--- src/rtl/prince_sbox_layer_sched.sv ---
// Nibble scheduler for a shared (three-share CMS) PRINCE S-box layer: sequences one
// pipelined core over every nibble, paces issue on fresh randomness and tracks write-back.
`timescale 1ns/1ps

module prince_sbox_layer_sched #(
    parameter int NIBBLES = 16,
    parameter int LAT     = 2,
    parameter int IW      = 4
) (
    input  logic          clk,
    input  logic          rst_n,
    input  logic          start,
    input  logic          rnd_valid,
    output logic          rnd_ack,
    output logic          issue,
    output logic [IW-1:0] sel_idx,
    output logic          wr_en,
    output logic [IW-1:0] wr_idx,
    output logic          busy,
    output logic          done
);

    typedef enum logic [1:0] {
        IDLE,
        ISSUE,
        DRAIN,
        DONE
    } state_t;

    localparam logic [IW-1:0] LAST_IDX = IW'(NIBBLES - 1);

    state_t          state_q, state_d;
    logic [IW-1:0]   iss_cnt_q, iss_cnt_d;
    logic [LAT-1:0]  vld_q;
    logic [IW-1:0]   idx_q [LAT];

    always_comb begin
        issue   = (state_q == ISSUE) && rnd_valid;
        rnd_ack = issue;
        sel_idx = (state_q == ISSUE) ? iss_cnt_q : '0;
        wr_en   = vld_q[LAT-1];
        wr_idx  = idx_q[LAT-1];
        busy    = (state_q == ISSUE) || (state_q == DRAIN);
        done    = (state_q == DONE);
    end

    // The pass ends on the retirement of the highest index, not on a cycle count,
    // so bubbles in the pipeline stretch DRAIN naturally.
    always_comb begin
        state_d   = state_q;
        iss_cnt_d = iss_cnt_q;
        case (state_q)
            IDLE: begin
                if (start) begin
                    state_d   = ISSUE;
                    iss_cnt_d = '0;
                end
            end
            ISSUE: begin
                if (issue) begin
                    if (iss_cnt_q == LAST_IDX) begin
                        state_d   = DRAIN;
                        iss_cnt_d = '0;
                    end else begin
                        iss_cnt_d = iss_cnt_q + 1'b1;
                    end
                end
            end
            DRAIN: begin
                if (wr_en && (wr_idx == LAST_IDX)) begin
                    state_d = DONE;
                end
            end
            DONE: begin
                state_d = IDLE;
            end
            default: begin
                state_d   = IDLE;
                iss_cnt_d = '0;
            end
        endcase
    end

    always_ff @(posedge clk or negedge rst_n) begin
        if (!rst_n) begin
            state_q   <= IDLE;
            iss_cnt_q <= '0;
        end else begin
            state_q   <= state_d;
            iss_cnt_q <= iss_cnt_d;
        end
    end

    // Token pipeline mirrors the core stages; it never freezes outside IDLE so
    // every stage keeps a steady mask-refresh cadence even across bubbles.
    always_ff @(posedge clk or negedge rst_n) begin
        if (!rst_n) begin
            vld_q <= '0;
            for (int i = 0; i < LAT; i++) begin
                idx_q[i] <= '0;
            end
        end else if (state_q != IDLE) begin
            vld_q[0] <= issue;
            idx_q[0] <= issue ? sel_idx : '0;
            for (int i = 1; i < LAT; i++) begin
                vld_q[i] <= vld_q[i-1];
                idx_q[i] <= idx_q[i-1];
            end
        end
    end

endmodule

--- config.mk ---
export PLATFORM = sky130hd
export DESIGN_NAME = prince_sbox_layer_sched
export DESIGN_NICKNAME = d
export VERILOG_FILES = /design/src/rtl/prince_sbox_layer_sched.sv
export SDC_FILE = /design/constraint.sdc
export NUM_CORES = 1
export LEC_CHECK = 0
export ABC_AREA = 1
export ABC_CLOCK_PERIOD_IN_PS = 1800
export BUFFER_PORTS_ARGS = -buffer_cell sky130_fd_sc_hd__buf_2
export CAP_MARGIN = 5
export CORE_UTILIZATION = 53
export CTS_CLUSTER_DIAMETER = 80
export DETAILED_ROUTE_END_ITERATION = 8
export GPL_ROUTABILITY_DRIVEN = 0
export GPL_TIMING_DRIVEN = 0
export PLACE_DENSITY = 0.77
export SLEW_MARGIN = 0
export SYNTH_ARGS = -nofsm -noshare
export SYNTH_HDL_FRONTEND = slang
export SYNTH_SLANG_ARGS = --single-unit
--- constraint.sdc ---
create_clock -name clk -period 1.8 [get_ports clk]
set_input_delay 0.45 -clock clk [delete_from_list [all_inputs] [get_ports clk]]
set_output_delay 0.45 -clock clk [all_outputs]
set_load 0.1 [all_outputs]
# Yosys cells after proc, flatten, opt, wreduce, memory -nomap -nowiden
# Cells that the tools add are included.
# word_totals
ff_bits,16
in_bits,4
output_inout_bits,13
# classes
n_addsub,1
eq_ne,9
mux,11
n_reduce_logical,8
# op_table
cell,n
2-to-1 mux 4 bit,5
"equality test 4 bit, second input constant",2
2-to-1 mux 2 bit,4
one-hot mux 2 bit (4 select lines),1
one-hot mux 4 bit (2 select lines),1
"adder 4 x 1 -> 4 bit, second input constant",1
"equality test 2 bit, second input constant",2
"!= test 2 x 1 -> 1 bit, second input constant",2
"!= test 2 bit, second input constant",2
AND reduction 4 bit,1
nonzero test 2 bit,2
AND reduction 3 bit,1
"equality test 2 x 1 -> 1 bit, second input constant",1
logical AND 1 bit,2
zero test 2 bit,1
logical OR 1 bit,1

# Longest topological paths before layout
# logic_depth
word_depth,4
depth_mapped,9
mapped_depth_nobuf,8

# Worst setup path before layout
# OpenSTA, ideal clock, no wires.
# synth_timing
path_kind,flip-flop to output port
from,reg state_q[1]
to,out rnd_ack
t_arrival_ns,1.575
required_time_ns,1.350
setup_slack_ns,-0.225
path_stages_with_launch,7
cell_sequence,dfrtp_1 > inv_1 > ha_1 > buf_6 > nand2_1 > inv_2 > buf_4
# synth_between
elab_chain_cells,2
# synth_lines
item,line,rtl
start: declaration,32,"state_t state_q, state_d;"
start signal: assignment,89,state_q <= state_d;
equality test 2 x 1 -> 1 bit,38,issue = (state_q == ISSUE) && rnd_valid;
logical AND 1 bit,38,
end: declaration,14,"output logic rnd_ack,"
# No other way between the ends.

# Worst setup path after layout
# Same ends and word-level chain as after synthesis.

==> run_results.csv <==
group,metric,value,unit
status,status,"complete, but fails checks",
status,violations,"DRC, setup timing",
worst_setup_path,path_cells,"inv_2, ha_4, nand2_4, inv_4, buf_6, buf_12",
worst_setup_path,r2r_end,"iss_cnt_q[2]",
floorplanning,die_area,0.001898,mm2
grt,grt-ovfl-total,0,
floorplanning,start_util,58.75,%
floorplanning,die_y,43.57,um
sta,period_share,101.0,%
layout,syn_to_final_growth,38.53,%
yosys,syn_avg_cell_area,8.640,um2
layout,antenna_cells,0,
yosys,synth-seq-area-share,43.72,%
worst_setup_path,end_kind,"output pin",
floorplanning,die_w,43.57,um
yosys,synth.net_count,116,
layout,postLayoutCoreUtil,81.38,%
sta,timing.final.ws_setup,-18.54,ps
drt,wire_per_inst,13.56,um
place,portBuffers,16,
worst_setup_path,arrival,1370,ps
worst_hold_path,holdCritPathClass,"in -> async",
flow_run,drv_cap,0,
sta,slew_headroom,67.84,%
floorplanning,io_pins,17,
sta,worst_pin_slew,485.7,ps
worst_setup_path,slowest_delay,420,ps
drt,drtPass1Iterations,6,
yosys,yosys_warnings,0,
drt,antenna_left,0,
drt,wirelength,2034,um
sta,max_freq,549.9,MHz
cts,htreeDepth,1,
floorplanning,rows,14,
yosys,ys_ff_latch,16,
grt,grt_usage,23.14,%
worst_setup_path,path_delay_family,"buffers and inverters",
worst_setup_path,worstPathRequired,1350,ps
place,hpwl,1304,um
layout,drive_above_1_share,43.28,%
worst_setup_path,reg2reg_depth,8,
grt,grt_max_degree,17,
drt,drc,2,
sta,grt_setup_unrepaired,"yes",
cts,clockBufferDepth,2,
yosys,synthDistinctLibCells,21,
worst_setup_path,start_kind,"flop",
layout,final_cell_mix,"18 x nand2_1, 16 x dfrtp_1, 14 x inv_1",
cts,clk_pin_slew_worst_paths,100,ps
drt,drtIter0Drc,14,
place,dpl.cell_count,138,
grt,antenna_found_initial,0,
sta,slew_violations,0,
grt,grt_pass1_wl,3153,um
layout,final_cells,150,
layout,final_nets,145,
cts,numCtsBuffers,3,
cts,cts_hold_buf,0,
worst_setup_path,crit_buf_inv,4,
sta,final_hold_viol_count,0,
floorplanning,core_area,0.001559,mm2
worst_setup_path,worst-path-max-fanout,6,
worst_setup_path,crit_end,"rnd_ack",
grt,grt_pass1_vias,717,
cts,cts_tree,"built",
sta,finalSetupViolCount,3,
worst_setup_path,ff2ff_setup_slack,300,ps
sta,fin_skew,6.959,ps
worst_setup_path,critPathKind,"reg -> out",
worst_setup_path,reg2reg_from,"state_q[0]",
yosys,synth_area,915.9,um2
cts,insertion_delay,300,ps
drt,vias,765,
drt,avgViaCountPerCell,5.100,
worst_setup_path,cp.depth,6,
layout,final_common_cell,"nand2_1",
worst_setup_path,cp-startpoint,"state_q[1]",
sta,period_needed,1819,ps
yosys,synthCells,106,
cts,cts.sinks,16,
worst_setup_path,critPathSlowestCell,"dfrtp_1",
cts,root_buffer,"clkbuf_4",
[cell families (layout without fill, tap and decap cells)]
family,Yosys count,in the layout,share of synthesized area (%)
simple gates,39,39,21.45
buf+inv,28,56,14.48
compound gates,16,16,11.20
flops,16,16,43.72
fa+ha+maj,6,6,8.197
xor+xnor,1,1,0.9565
[worst register-to-register path, cell delays in order (launching register included)]
cell	delay [ps]
dfrtp_1	440
ha_4	210
buf_4	140
buf_4	140
nand2_4	70
nand2_4	80
nor2_2	190
nand3_1	90
o21ai_0	70
[layer usage]
layer,track usage (%),routed length [um],up-vias
met1,27.49,843,366
li1,-,-,376
met5,0,0,-
met2,40.00,1075,19
met3,6.667,88,4
met4,7.500,27,0
[synth_stat cells, drive strengths merged]
cell / instances / area (um2)
a21oi: 1 / 8.760
buf: 7 / 53.80
dfrtp: 16 / 400.4
ha: 6 / 75.07
inv: 21 / 78.83
nand2: 27 / 131.4
nand3: 6 / 30.03
nor2: 5 / 28.78
o21ai: 10 / 50.04
o21bai: 1 / 18.77
o22ai: 4 / 25.02
or2: 1 / 6.260
xor2: 1 / 8.760
[state kept, by name (all words and copies together), names as in the netlist]
signal     count
wr_idx         4
idx_q          4
state_q        2
vld_q          2
iss_cnt_q      4
[cell type report]
class                           instances  area, um2
Fill cell                              92      290.3
Multi-Input combinational cell         62      415.4
Buffer                                  6      46.29
Timing Repair Buffer                   25      254.0
Inverter                               21      96.34
Tap cell                               16      20.02
Clock buffer                            4      36.28
Sequential cell                        16      400.4
[per-stage QoR]
| step | hold slack, ps | area, um2 | worst slack [ps] | setup TNS [ps] |
|---|---|---|---|---|
| 3_5_place_dp | 383.0 | 1037 | -142.8 | -423.2 |
| 2_1_floorplan | 154.4 | 937.1 | -22.12 | -22.12 |
| 5_1_grt | 76.13 | 1269 | -57.40 | -230.2 |
| 6_report | 46.56 | 1269 | -18.54 | -28.50 |
| 4_1_cts | 53.08 | 1232 | -71.04 | -318.7 |
| 3_3_place_gp | 376.7 | 1037 | -109.8 | -222.3 |
[how the worst min path moves through the flow]
stage / end / slack, ps / depth (start not counted)
CTS: wr_idx[3] / 50 / 1
global placement: wr_idx[0] / 380 / 1
finish: wr_idx[3] / 50 / 1
detailed placement: wr_idx[3] / 380 / 1
floorplan: idx_q[4] / 150 / 0
global route: vld_q[0] / 80 / 1
[what timing repair did]
item / CTS / global route
gates resized for setup: 26 / 9
setup endpoints to repair: 7 / 8
pin swaps: 0 / 1
buffers inserted: 8 / 1
Power is left out: the tool's default activity adds up to more than one toggle a clock period on the data nets, which glitch-free logic cannot reach.
